$ cat src/rtl/adc_spi_reader_if.sv
// adc_spi_reader_if: bundles the ADC pins and the sample output bus of the
// SPI ADC reader.
//   master - the reader:   drives adc_cs_n/adc_sclk/adc_din, sample,
//                          sample_valid, sample_channel, busy;
//                          takes enable, channel, adc_dout.
//   slave  - the other side (ADC pins plus the downstream consumer).
interface adc_spi_reader_if;
    logic        enable;
    logic [2:0]  channel;
    logic        adc_dout;
    logic        adc_cs_n;
    logic        adc_sclk;
    logic        adc_din;
    logic [11:0] sample;
    logic        sample_valid;
    logic [2:0]  sample_channel;
    logic        busy;

    modport master (
        input  enable, channel, adc_dout,
        output adc_cs_n, adc_sclk, adc_din,
        output sample, sample_valid, sample_channel, busy
    );

    modport slave (
        output enable, channel, adc_dout,
        input  adc_cs_n, adc_sclk, adc_din,
        input  sample, sample_valid, sample_channel, busy
    );
endinterface

$ cat src/rtl/adc_spi_reader.sv
// adc_spi_reader: continuous-conversion driver for an 8-channel 12-bit SPI
// ADC (SCLK idles high). Each frame sends the channel address on adc_din,
// shifts 16 bits in from adc_dout and publishes the low 12 bits as `sample`
// with a one-cycle sample_valid strobe.
// Ports:
//   clk  - system clock, rising edge
//   rst  - synchronous active-high reset
//   bus  - adc_spi_reader_if.master (enable, channel, ADC pins, sample bus)
// Parameters:
//   CLK_DIV   - clk cycles per SCLK half-period (one tick), >= 2
//   GAP_TICKS - ticks of CS_n high between frames, >= 1
module adc_spi_reader #(
    parameter int CLK_DIV   = 25,
    parameter int GAP_TICKS = 2
) (
    input  logic             clk,
    input  logic             rst,
    adc_spi_reader_if.master bus
);
    localparam int DW = (CLK_DIV > 1) ? $clog2(CLK_DIV) : 1;
    localparam int GW = (GAP_TICKS > 1) ? $clog2(GAP_TICKS) : 1;
    localparam logic [DW-1:0] DIV_LAST = DW'(CLK_DIV - 1);
    localparam logic [GW-1:0] GAP_LAST = GW'(GAP_TICKS - 1);

    typedef enum logic [1:0] {IDLE, FRAME, GAP} state_t;

    state_t        state, state_n;
    logic [DW-1:0] div, div_n;
    logic [3:0]    k, k_n;
    logic [GW-1:0] gap_cnt, gap_cnt_n;
    logic [15:0]   shift, shift_n;
    logic [2:0]    ch_reg, ch_reg_n;
    logic          cs_n, cs_n_n;
    logic          sclk, sclk_n;
    logic          din, din_n;
    logic [11:0]   sample, sample_n;
    logic          sample_valid, sample_valid_n;
    logic [2:0]    sample_ch, sample_ch_n;
    logic          tick;
    logic          start;
    logic [15:0]   cmd;

    assign tick = (div == DIV_LAST);
    assign cmd  = {2'b00, ch_reg, 11'b0};

    always_comb begin
        state_n        = state;
        div_n          = '0;
        k_n            = k;
        gap_cnt_n      = gap_cnt;
        shift_n        = shift;
        ch_reg_n       = ch_reg;
        cs_n_n         = cs_n;
        sclk_n         = sclk;
        din_n          = din;
        sample_n       = sample;
        sample_valid_n = 1'b0;
        sample_ch_n    = sample_ch;
        start          = 1'b0;

        case (state)
            IDLE: begin
                cs_n_n = 1'b1;
                sclk_n = 1'b1;
                din_n  = 1'b0;
                start  = bus.enable;
            end
            FRAME: begin
                div_n = tick ? '0 : div + 1'b1;
                if (tick) begin
                    if (sclk) begin
                        // Falling edge: present command bit k, ADC latches it on the next rise.
                        sclk_n = 1'b0;
                        din_n  = cmd[4'd15 - k];
                    end else begin
                        sclk_n  = 1'b1;
                        shift_n = {shift[14:0], bus.adc_dout};
                        k_n     = k + 4'd1;
                        if (k == 4'd15) begin
                            // Top 4 bits are the ADC's leading zeros; not checked.
                            state_n        = GAP;
                            cs_n_n         = 1'b1;
                            din_n          = 1'b0;
                            gap_cnt_n      = '0;
                            sample_n       = shift_n[11:0];
                            sample_ch_n    = ch_reg;
                            sample_valid_n = 1'b1;
                        end
                    end
                end
            end
            GAP: begin
                cs_n_n = 1'b1;
                sclk_n = 1'b1;
                din_n  = 1'b0;
                div_n  = tick ? '0 : div + 1'b1;
                if (tick) begin
                    if (gap_cnt == GAP_LAST) begin
                        if (bus.enable) start   = 1'b1;
                        else            state_n = IDLE;
                    end else begin
                        gap_cnt_n = gap_cnt + 1'b1;
                    end
                end
            end
            default: state_n = IDLE;
        endcase

        // Frame entry, shared by IDLE and GAP.
        if (start) begin
            state_n  = FRAME;
            cs_n_n   = 1'b0;
            sclk_n   = 1'b1;
            ch_reg_n = bus.channel;
            din_n    = 1'b0;  // cmd[15] is always 0
            k_n      = 4'd0;
            div_n    = '0;
        end
    end

    always_ff @(posedge clk) begin
        if (rst) begin
            state        <= IDLE;
            div          <= '0;
            k            <= 4'd0;
            gap_cnt      <= '0;
            shift        <= 16'd0;
            ch_reg       <= 3'd0;
            cs_n         <= 1'b1;
            sclk         <= 1'b1;
            din          <= 1'b0;
            sample       <= 12'd0;
            sample_valid <= 1'b0;
            sample_ch    <= 3'd0;
        end else begin
            state        <= state_n;
            div          <= div_n;
            k            <= k_n;
            gap_cnt      <= gap_cnt_n;
            shift        <= shift_n;
            ch_reg       <= ch_reg_n;
            cs_n         <= cs_n_n;
            sclk         <= sclk_n;
            din          <= din_n;
            sample       <= sample_n;
            sample_valid <= sample_valid_n;
            sample_ch    <= sample_ch_n;
        end
    end

    assign bus.adc_cs_n       = cs_n;
    assign bus.adc_sclk       = sclk;
    assign bus.adc_din        = din;
    assign bus.sample         = sample;
    assign bus.sample_valid   = sample_valid;
    assign bus.sample_channel = sample_ch;
    assign bus.busy           = (state != IDLE);
endmodule

$ cat src/flat_wrapper.sv
// flat-port wrapper written by rule: the top's interface ports become plain ports
module adc_spi_reader_flat 
#(
    parameter int CLK_DIV   = 25,
    parameter int GAP_TICKS = 2
)
  (clk, rst, bus_enable, bus_channel, bus_adc_dout, bus_adc_cs_n, bus_adc_sclk, bus_adc_din, bus_sample, bus_sample_valid, bus_sample_channel, bus_busy);
  adc_spi_reader_if bus_i ();
  input  logic clk;
  input  logic rst;
  input wire logic [$bits(bus_i.enable)-1:0] bus_enable;
  input wire logic [$bits(bus_i.channel)-1:0] bus_channel;
  input wire logic [$bits(bus_i.adc_dout)-1:0] bus_adc_dout;
  output wire logic [$bits(bus_i.adc_cs_n)-1:0] bus_adc_cs_n;
  output wire logic [$bits(bus_i.adc_sclk)-1:0] bus_adc_sclk;
  output wire logic [$bits(bus_i.adc_din)-1:0] bus_adc_din;
  output wire logic [$bits(bus_i.sample)-1:0] bus_sample;
  output wire logic [$bits(bus_i.sample_valid)-1:0] bus_sample_valid;
  output wire logic [$bits(bus_i.sample_channel)-1:0] bus_sample_channel;
  output wire logic [$bits(bus_i.busy)-1:0] bus_busy;
  assign bus_i.enable = bus_enable;
  assign bus_i.channel = bus_channel;
  assign bus_i.adc_dout = bus_adc_dout;
  assign bus_adc_cs_n = bus_i.adc_cs_n;
  assign bus_adc_sclk = bus_i.adc_sclk;
  assign bus_adc_din = bus_i.adc_din;
  assign bus_sample = bus_i.sample;
  assign bus_sample_valid = bus_i.sample_valid;
  assign bus_sample_channel = bus_i.sample_channel;
  assign bus_busy = bus_i.busy;
  adc_spi_reader #(.CLK_DIV(CLK_DIV), .GAP_TICKS(GAP_TICKS)) u_core (.clk(clk), .rst(rst), .bus(bus_i));
endmodule
$ cat config.mk
export PLATFORM = sky130hd
export DESIGN_NAME = adc_spi_reader_flat
export DESIGN_NICKNAME = d
export VERILOG_FILES = /design/src/rtl/adc_spi_reader_if.sv /design/src/rtl/adc_spi_reader.sv /design/src/flat_wrapper.sv
export SDC_FILE = /design/constraint.sdc
export NUM_CORES = 1
export LEC_CHECK = 0
export BUFFER_PORTS_ARGS = -buffer_cell sky130_fd_sc_hd__buf_2
export CORE_ASPECT_RATIO = 0.9
export CORE_MARGIN = 2
export CORE_UTILIZATION = 45
export CTS_CLUSTER_DIAMETER = 50
export DETAILED_ROUTE_END_ITERATION = 10
export HOLD_SLACK_MARGIN = 0.15
export MAX_ROUTING_LAYER = met4
export SETUP_SLACK_MARGIN = 0.2
export SLEW_MARGIN = 20
export SYNTH_ARGS = -nofsm -noshare
export SYNTH_HDL_FRONTEND = slang
export SYNTH_SLANG_ARGS = --single-unit
export TNS_END_PERCENT = 50
$ cat constraint.sdc
create_clock -name clk -period 3.9 [get_ports clk]
set_clock_uncertainty 0.2 [all_clocks]
set_input_delay 0.39 -clock clk [delete_from_list [all_inputs] [get_ports clk]]
set_output_delay 0.39 -clock clk [all_outputs]
set_load 0.1 [all_outputs]
==> flow_metrics.tcl <==
set metrics [dict create \
    cpMaxStageDelayCell "nor4_4" \
    synth_cell_types 39 \
    outcome "finished, final reports clean" \
    num_rows 23 \
    core-area_sq_um 4374 \
    cts_resized 0 \
    slew_violations 0 \
    grt_pass1_vias 1433 \
    startpoint_type "register" \
    peakVddDrop_mv 0.2107 \
    synthToLayoutAreaGrowth_pct 12.71 \
    r2r_end "u_core.bus.sample[6]$_SDFFE_PP0P_" \
    numCtsBuffers 5 \
    htreeDepth 2 \
    vias 1665 \
    setup_tns_ns 0 \
    die_h_um 67.53 \
    worst_ep_arrival_time_ns 2.46 \
    cp.required_ns 3.85 \
    dr.pass1.iters 4 \
    worst_path_largest_cell_delay_ns 0.74 \
    cp_cell_sequence "inv_1 -> ha_1 -> inv_2 -> nor4_4 -> buf_4 -> a21bo_2 -> a21oi_1" \
    leakage_nw 0.8790 \
    ios 27 \
    powerDensity_nw_per_um2 381.5 \
    antenna_found_initial 0 \
    drive_gt1_frac 0.2134 \
    synth_common_cells "45 x dfxtp_1, 31 x a21oi_1, 29 x nand2_1" \
    synth.ff_latch_count 45 \
    netlist_area_sq_um 2018 \
    port-buffer-count 26 \
    place_hpwl_mm 2.603 \
    cts_hold_buffers 1 \
    synthFlopType "dfxtp_1" \
    path_clk_slew_ns 0.08 \
    wl_per_cell_um 12.48 \
    worst_pin_slew_ns 0.7961 \
    cts_root_buf "clkbuf_8" \
    path_max_fanout 16 \
    viasPerCell 5.286 \
    ys_async_sr_fraction 0 \
    crit_type "register to register" \
    final_hold_viol_count 0 \
    final_nets 268 \
    regToRegSetupSlack_ns 1.39 \
    yosysMostFrequentCell "dfxtp_1" \
    placedCellCount 307 \
    slew_headroom 0.4653 \
    syn_area_per_cell_sq_um 8.737 \
    grt.total_usage 0.1742 \
    grt_max_degree 39 \
    drcViolationCount 0 \
    fp.dieW_um 74.59 \
    die_area_sq_um 5037 \
    fmax_mhz 398.5 \
    rsz0062_at_grt "false" \
    reg2reg_depth 7 \
    largest_reg_flops 12 \
    critPathBufInv 3 \
    diodes 0 \
    critPathCapture "u_core.bus.sample[6]$_SDFFE_PP0P_" \
    synthCells 231 \
    cts_buffer_depth 2 \
    gp_congestion 0.8257 \
    top_register "u_core.bus.sample" \
    hold_depth 3 \
    reg_top3 "u_core.bus.sample x12, u_core.shift x11, u_core.div x5" \
    postCtsSetupRepairBufs 0 \
    start_util 0.4614 \
    r2r-start "u_core.state[1]$_SDFFE_PP0P_" \
    yosys-top-cells-area "dfxtp_1 45%, a21oi_1 7.7%, a21bo_2 6.9%" \
    final_cell_count_no_fill 315 \
    finalWirelength_mm 3.932 \
    end_kind "register" \
    min_period_ns 2.510 \
    cp_top_family "simple AND/OR/NAND/NOR gates" \
    grt_pass1_wl_mm 6.548 \
    cts_tree "done" \
    stdcell_area_sq_um 2275 \
    place_area_sq_um 2178 \
    synth_warnings 0 \
    synth_top_area_frac 0.4464 \
    synth_fp_nets 246 \
    antenna_left 0 \
    path_depth 7 \
    cp-startpoint "u_core.state[1]$_SDFFE_PP0P_" \
    fin_crit_sh 0.6435 \
    drv_cap 0 \
    yosysSeqAreaShare 0.4464 \
    hold_path.class "input port to register" \
    clkSinkCount 45 \
    drtIter0Drc 76 \
    insertion_delay_ns 0.29 \
    grt_overflow 0 \
    yosys.area.top_type "dfxtp_1" \
    synth_edf_count 0 \
    setup_violations 0 \
]
cell families after synthesis:
logic type	synth area share
buffers and inverters	0.04959
AO/OA/AOI/OAI	0.2102
multiplexers	0.004960
flip-flops	0.4464
adder cells (fa/ha/maj)	0.04960
XOR/XNOR	0.02604
AND/OR/NAND/NOR	0.2133
metrics by stage:
step                      utilization  hold WS [ns]  worst slack, ns   power, W
final                          0.5200        0.1655            1.390  0.0008678
after global routing           0.5200        0.1667            1.144  0.0009106
after CTS                      0.5200        0.1588            1.385  0.0008800
after detailed placement       0.4980        0.2522            1.393  0.0005923
after global placement         0.4980        0.2460            1.434  0.0005924
after floorplan                     -        0.2300            1.533  0.0005701
worst min-delay path by stage:
stage / endpoint / slack (ns) / start
6_report: u_core.ch_reg[2]$_SDFFE_PP0P_ / 0.17 / bus_channel[2]
2_1_floorplan: u_core.div[0]$_SDFF_PP0_ / 0.23 / u_core.div[0]$_SDFF_PP0_
4_1_cts: u_core.ch_reg[2]$_SDFFE_PP0P_ / 0.16 / bus_channel[2]
3_5_place_dp: u_core.div[0]$_SDFF_PP0_ / 0.25 / u_core.div[0]$_SDFF_PP0_
5_1_grt: u_core.ch_reg[2]$_SDFFE_PP0P_ / 0.17 / bus_channel[2]
3_3_place_gp: u_core.shift[10]$_SDFFE_PP0P_ / 0.25 / u_core.shift[10]$_SDFFE_PP0P_
worst min-delay path: cells and delay by family:
| kind | cells | cell delay, ns |
|---|---|---|
| buffers and inverters | 1 | 0.09 |
| AOI/OAI and AO/OA | 1 | 0.06 |
| and+or+nand+nor | 1 | 0.07 |
routing by layer:
layer | vias up | GRT usage | wire, um
met5 | - | - | 0
met4 | 0 | 0.06027 | 54
met3 | 7 | 0.04478 | 154
met2 | 31 | 0.2511 | 1697
met1 | 785 | 0.2371 | 2025
li1 | 842 | - | -
power by group:
part	switching (W)	internal (W)	total, W
Sequential	0.00000887	0.000467	0.000476
Combinational	0.0000791	0.0000283	0.000107
Clock	0.000144	0.000141	0.000285
placed cells by master (no fill, tap or decap), types with 6 or more instances in the layout:
cell type	n
clkbuf_8	6
a21oi_1	31
ha_1	8
nand2_1	29
nand3_1	24
dfxtp_1	45
inv_1	9
o21ai_0	6
buf_2	26
a21bo_2	14
nor2_1	11
cell type report:
class	count	area [sq um]
Inverter	10	37.54
Fill cell	448	2100
Timing Repair Buffer	29	155.1
Tap cell	62	77.57
Clock buffer	7	86.33
Sequential cell	45	900.9
Multi-Input combinational cell	162	1017
No activity file was read; power rests on OpenSTA's default activity.
